$ cat src/rtl/serial_word_rx.sv
// Serial word receiver. Each enabled edge samples one frame bit: start, WIDTH data bits LSB first, [parity], stop.
// The assembled word is offered through a valid/ready holding register. Build with SERIAL_WORD_RX_PARITY_EN to add an even-parity bit.
//
// state    | meaning
// S_IDLE   | line idle, waiting for a 0 start bit
// S_DATA   | shifting in WIDTH data bits, LSB first
// S_PARITY | sampling the parity bit (parity builds only)
// S_STOP   | sampling the stop bit, then deliver or flag an error
module serial_word_rx #(
    parameter int WIDTH = 16
) (
    input  logic             clk,
    input  logic             resetn,
    input  logic             D,
    input  logic             en,
    input  logic             ready,
    output logic [WIDTH-1:0] data_out,
    output logic             valid,
    output logic             busy,
    output logic             frame_err,
    output logic             overrun,
    output logic             parity_err
);

    localparam int CW = (WIDTH > 1) ? $clog2(WIDTH) : 1;
    localparam logic [CW-1:0] CNT_LAST = CW'(WIDTH - 1);
    localparam logic [CW-1:0] CNT_ONE  = CW'(1);

    typedef enum logic [1:0] {
        S_IDLE   = 2'd0,
        S_DATA   = 2'd1,
`ifdef SERIAL_WORD_RX_PARITY_EN
        S_PARITY = 2'd2,
`endif
        S_STOP   = 2'd3
    } state_t;

    state_t           r_state, w_state_nxt;
    logic [CW-1:0]    r_cnt, w_cnt_nxt;
    logic [WIDTH-1:0] r_shreg, w_shreg_nxt;
    logic [WIDTH-1:0] r_data, w_data_nxt;
    logic             r_valid, w_valid_nxt;
    logic             r_ferr, w_ferr_nxt;
    logic             r_ovr, w_ovr_nxt;
    logic             w_slot_free;
    logic             w_word_ok;
`ifdef SERIAL_WORD_RX_PARITY_EN
    logic             r_par, w_par_nxt;
    logic             r_perr, w_perr_nxt;
`endif

    // A slot is free if it is empty or being drained on this very edge.
    assign w_slot_free = !r_valid || ready;
`ifdef SERIAL_WORD_RX_PARITY_EN
    assign w_word_ok   = (r_par == ^r_shreg);
`else
    assign w_word_ok   = 1'b1;
`endif

    always_comb begin
        w_state_nxt = r_state;
        w_cnt_nxt   = r_cnt;
        w_shreg_nxt = r_shreg;
        w_data_nxt  = r_data;
        w_valid_nxt = r_valid;
        w_ferr_nxt  = 1'b0;
        w_ovr_nxt   = 1'b0;
`ifdef SERIAL_WORD_RX_PARITY_EN
        w_par_nxt   = r_par;
        w_perr_nxt  = 1'b0;
`endif
        if (r_valid && ready) begin
            w_valid_nxt = 1'b0;
        end
        if (en) begin
            case (r_state)
                S_IDLE: begin
                    if (!D) begin
                        w_state_nxt = S_DATA;
                        w_cnt_nxt   = '0;
                    end
                end
                S_DATA: begin
                    w_shreg_nxt = {D, r_shreg[WIDTH-1:1]};
                    if (r_cnt == CNT_LAST) begin
                        w_cnt_nxt = '0;
`ifdef SERIAL_WORD_RX_PARITY_EN
                        w_state_nxt = S_PARITY;
`else
                        w_state_nxt = S_STOP;
`endif
                    end else begin
                        w_cnt_nxt = r_cnt + CNT_ONE;
                    end
                end
`ifdef SERIAL_WORD_RX_PARITY_EN
                S_PARITY: begin
                    w_par_nxt   = D;
                    w_state_nxt = S_STOP;
                end
`endif
                S_STOP: begin
                    w_state_nxt = S_IDLE;
                    if (!D) begin
                        w_ferr_nxt = 1'b1;
                    end else if (!w_word_ok) begin
`ifdef SERIAL_WORD_RX_PARITY_EN
                        w_perr_nxt = 1'b1;
`endif
                    end else if (w_slot_free) begin
                        w_data_nxt  = r_shreg;
                        w_valid_nxt = 1'b1;
                    end else begin
                        w_ovr_nxt = 1'b1;
                    end
                end
                default: w_state_nxt = S_IDLE;
            endcase
        end
    end

    always_ff @(posedge clk or negedge resetn) begin
        if (!resetn) begin
            r_state <= S_IDLE;
            r_cnt   <= '0;
            r_shreg <= '0;
            r_data  <= '0;
            r_valid <= 1'b0;
            r_ferr  <= 1'b0;
            r_ovr   <= 1'b0;
`ifdef SERIAL_WORD_RX_PARITY_EN
            r_par   <= 1'b0;
            r_perr  <= 1'b0;
`endif
        end else begin
            r_state <= w_state_nxt;
            r_cnt   <= w_cnt_nxt;
            r_shreg <= w_shreg_nxt;
            r_data  <= w_data_nxt;
            r_valid <= w_valid_nxt;
            r_ferr  <= w_ferr_nxt;
            r_ovr   <= w_ovr_nxt;
`ifdef SERIAL_WORD_RX_PARITY_EN
            r_par   <= w_par_nxt;
            r_perr  <= w_perr_nxt;
`endif
        end
    end

    assign data_out  = r_data;
    assign valid     = r_valid;
    assign busy      = (r_state != S_IDLE);
    assign frame_err = r_ferr;
    assign overrun   = r_ovr;
`ifdef SERIAL_WORD_RX_PARITY_EN
    assign parity_err = r_perr;
`else
    assign parity_err = 1'b0;
`endif

endmodule

$ cat config.mk
export PLATFORM = sky130hd
export DESIGN_NAME = serial_word_rx
export DESIGN_NICKNAME = d
export VERILOG_FILES = /design/src/rtl/serial_word_rx.sv
export SDC_FILE = /design/constraint.sdc
export NUM_CORES = 1
export LEC_CHECK = 0
export BUFFER_PORTS_ARGS = -buffer_cell sky130_fd_sc_hd__buf_2
export CELL_PAD_IN_SITES_DETAIL_PLACEMENT = 0
export CELL_PAD_IN_SITES_GLOBAL_PLACEMENT = 1
export CORE_ASPECT_RATIO = 0.9
export CORE_MARGIN = 2
export CORE_UTILIZATION = 36
export CTS_CLUSTER_SIZE = 28
export DETAILED_ROUTE_END_ITERATION = 6
export GPL_TIMING_DRIVEN = 0
export PLACE_DENSITY_LB_ADDON = 0.2
export SLEW_MARGIN = 20
export SYNTH_ARGS = -nofsm -noshare
export SYNTH_HDL_FRONTEND = slang
export SYNTH_SLANG_ARGS = --single-unit
export TNS_END_PERCENT = 5
$ cat constraint.sdc
create_clock -name clk -period 1.35 [get_ports clk]
set_input_delay 0.2025 -clock clk [delete_from_list [all_inputs] [get_ports clk]]
set_output_delay 0.2025 -clock clk [all_outputs]
set_load 0.05 [all_outputs]
==> run summary <==
The run finished, with violations left. The checks that failed: negative setup slack. The clock transition time at the flip-flop clock pins of the worst setup and hold paths came out at 0.08 ns. In this run the horizontal extent of the chip is 74.7 um. The initial antenna violation count was 0. The worst setup path is captured at a flip-flop. Max-cap violations in this run came to 0.

The count of endpoints failing hold in the final timing report was 0. STA puts the critical path data required time at 1.56 ns. The design draws 3.36 mW. The initial cell density of the core is 36.8%.

For this run, the post-layout net count is 160. The setup slack of the worst register-to-register path came out at -0.06 ns. The instance count of the mapped netlist is 113. The maximum level of the CTS H-tree is 2. The final layout contains routed wiring with a total length of 2880 um. The aggregate global-route resource usage came out at 12.7%. The area of all placed cells without fillers is 2170 um2. In this run the worst setup path terminates at r_cnt[3]. The worst register-to-register path ends at r_cnt[3]. The maximum clock insertion buffer count is 2. The worst setup margin is -0.0573 ns. The final non-filler cell total came out at 217. The antenna diode count is 0. The layout overhead on the synthesized area came out at 34.0%.

For this run, the register share of the synthesized area comes to 63.3%. After detailed routing, the number of vias per cell comes to 4.44. In this run the tool buffered the top-level ports with 24 buffer cells.

The area taken by multi-input logic gates came out at 661 um2. The min-delay analysis places its worst path in the category primary input to asynchronous set/reset pin. For this design the ratio of total power to cell area is 1550 nW/um2. The total via count after detailed routing came out at 963. In the layout the commonest cells are dfrtp_1 (40), buf_2 (23), mux2_4 (22).

The number of remaining DRC errors came out at 0. The largest net degree at the start of global routing came out at 42. At the worst endpoint, the arrival time is 1.61 ns.

The last weighted congestion value of the routability-driven placer is 0.744. The number of antenna-violating nets in the routed design is 0. Synthesis produced a netlist with a net count of 119. The root buffer cell chosen for the clock tree is clkbuf_8.

The type of the worst setup path is flip-flop to flip-flop. The instance area after placement is 1860 um2. The maximum vdd drop came out at 0.656 mV.

STA classifies the critical path startpoint as a flip-flop. TritonCTS built the clock tree. Counting distinct cell types in the post-synthesis netlist gives 24. The share of cells above drive strength 1 is 57.4%.

Each instance of the synthesized netlist takes up on average 14.4 um2. Headroom to the max-slew limit came out at 40.0%. The fill cell instance count of the final layout is 405. Across the whole layout, storage elements account for 1030 um2.

The depth of the worst register-to-register path is 4. The sum of overflow across all layers after global routing came out at 0. The clock net sink count is 41.

The number of core rows is 23. The slew at the pin with the worst max-slew slack is 0.900 ns. Between clock sinks in the finished design, the worst skew comes to 0.00659 ns. The mapped netlist covers 1620 um2. The floorplan step defined a die boundary enclosing 5060 um2.

The via count of the first global-routing pass came out at 959. In this run the critical register-to-register path is launched from r_state[1]. The total CTS buffers is 5. The number of top-level pins is 26. Dividing the detail-routed wire length by the instance count gives 13.3 um. The first-pass iteration count of the detailed router came out at 4. Setup repair after global routing could not meet its margin everywhere. Leaving out fill and tap cells, the most frequent cell in the layout is dfrtp_1. The global-route wire length before repair is 4700 um.

The number of placed instances with taps included is 199. The HPWL reported at the end of detailed placement came out at 1740 um. The launching element of the worst setup path is r_state[1]. The count of hold-fix buffers inserted at cts came out at 0. The leakage power is 1.12 nW. The achievable frequency came out at 711 MHz. The chip height is 67.7 um. The number of synthesized register bits is 41. The count of warnings emitted by yosys is 0. The number of violations reported at the end of detailed-routing iteration 0 is 35. The post-place setup slack came out at -0.201 ns. The portion of the clock cycle consumed by the worst path in the final layout is 104%. The area of the core came out at 4400 um2. The setup violation total in the final timing report is 17. The number of max-slew violations in the final report is 0. The biggest fanout along the worst timing path is 4. Clock latency on the worst-skew pair, taken at its later pin, is 0.29 ns. The final critical-path required period is 1.41 ns.
[sequential cells by signal, summed over array words and instances, names as in the netlist]
| name | cells |
|---|---|
| data_out | 16 |
| frame_err | 1 |
| overrun | 1 |
| r_cnt | 4 |
| r_shreg | 16 |
| r_state | 2 |
| valid | 1 |
[cell families (layout without fill, tap and decap cells)]
family                     after synthesis  in the layout  synth area share, %
DFF                                     41             41                 63.3
adders and majority gates                1              1                0.771
AOI/OAI and AO/OA                        7              7                 3.09
other                                    1              1                0.231
and+or+nand+nor                         23             23                 7.41
muxes                                   32             32                 22.1
buffers and inverters                    8             50                 3.09
[cells in the mapped netlist]
library cell	instances	area (um2)
nor2b_1	2	12.5
buf_4	3	22.5
and2b_2	1	8.76
buf_6	1	11.3
mux2i_1	1	10.0
o21ai_2	1	8.76
mux2_2	31	349
o21ai_0	3	15.0
nand3_1	4	20.0
dfrtp_1	41	1030
or4_4	1	11.3
conb_1	1	3.75
o211ai_2	1	12.5
a21o_1	1	7.51
nor2_1	2	7.51
nor3_1	1	5.00
nand4_1	2	12.5
buf_2	1	5.00
nand2b_1	1	6.26
inv_1	3	11.3
nand2_1	8	30.0
nand2_2	1	6.26
o22ai_1	1	6.26
ha_1	1	12.5
[how the worst min path moves through the flow]
stage                        endpoint  depth (start not counted)    from  slack, ns
final                         overrun                          1  resetn       0.04
after global routing          overrun                          1  resetn       0.09
after CTS                 data_out[1]                          1  resetn       0.07
after detailed placement  data_out[1]                          1  resetn       0.39
after global placement        overrun                          1  resetn       0.38
after floorplan           data_out[0]                          0  resetn      -0.09
[where the power goes]
| part | internal (mW) | total [mW] | leakage [nW] | switching (mW) |
|---|---|---|---|---|
| clock network | 0.357 | 0.783 | 0.0439 | 0.426 |
| logic | 0.463 | 0.825 | 0.534 | 0.362 |
| registers | 1.52 | 1.75 | 0.541 | 0.231 |
[stage by stage]
stage	utilization, %	hold WS [ns]	setup TNS, ns
after floorplan	-	-0.0931	-1.68
after global placement	42.3	0.381	-3.04
after detailed placement	42.3	0.390	-3.59
after CTS	48.2	0.0737	-1.00
after global routing	49.4	0.0902	-1.70
final	49.4	0.0369	-0.239
[what timing repair did]
item	in CTS	in global routing
setup buffers	9	1
pin swaps	5	3
endpoints found under the hold margin	0	0
gates resized for setup	14	14
cloned	1	0
endpoints found under the setup margin	25	26
[critical path, cell delays in order (launching register included)]
cell	delay, ns
dfrtp_1	0.41
and2b_2	0.29
o21ai_4	0.08
or4_4	0.48
o211ai_2	0.08
[final cells by class]
cell class | instances | share of cell area [%]
Clock buffer | 5 | 3.17
Sequential cell | 41 | 47.3
Multi-Input combinational cell | 64 | 30.4
Inverter | 3 | 0.633
Buffer | 4 | 2.30
Clock inverter | 3 | 0.806
Tap cell | 62 | 3.57
Timing Repair Buffer | 35 | 11.9
[layer usage]
layer | vias up | wire [um] | global-route usage, %
li1 | 471 | - | -
met1 | 472 | 1470 | 18.0
met2 | 16 | 1270 | 17.9
met3 | 4 | 125 | 5.67
met4 | 0 | 21 | 3.13
met5 | - | 0 | 0
Power figures use the tool's default switching activity.
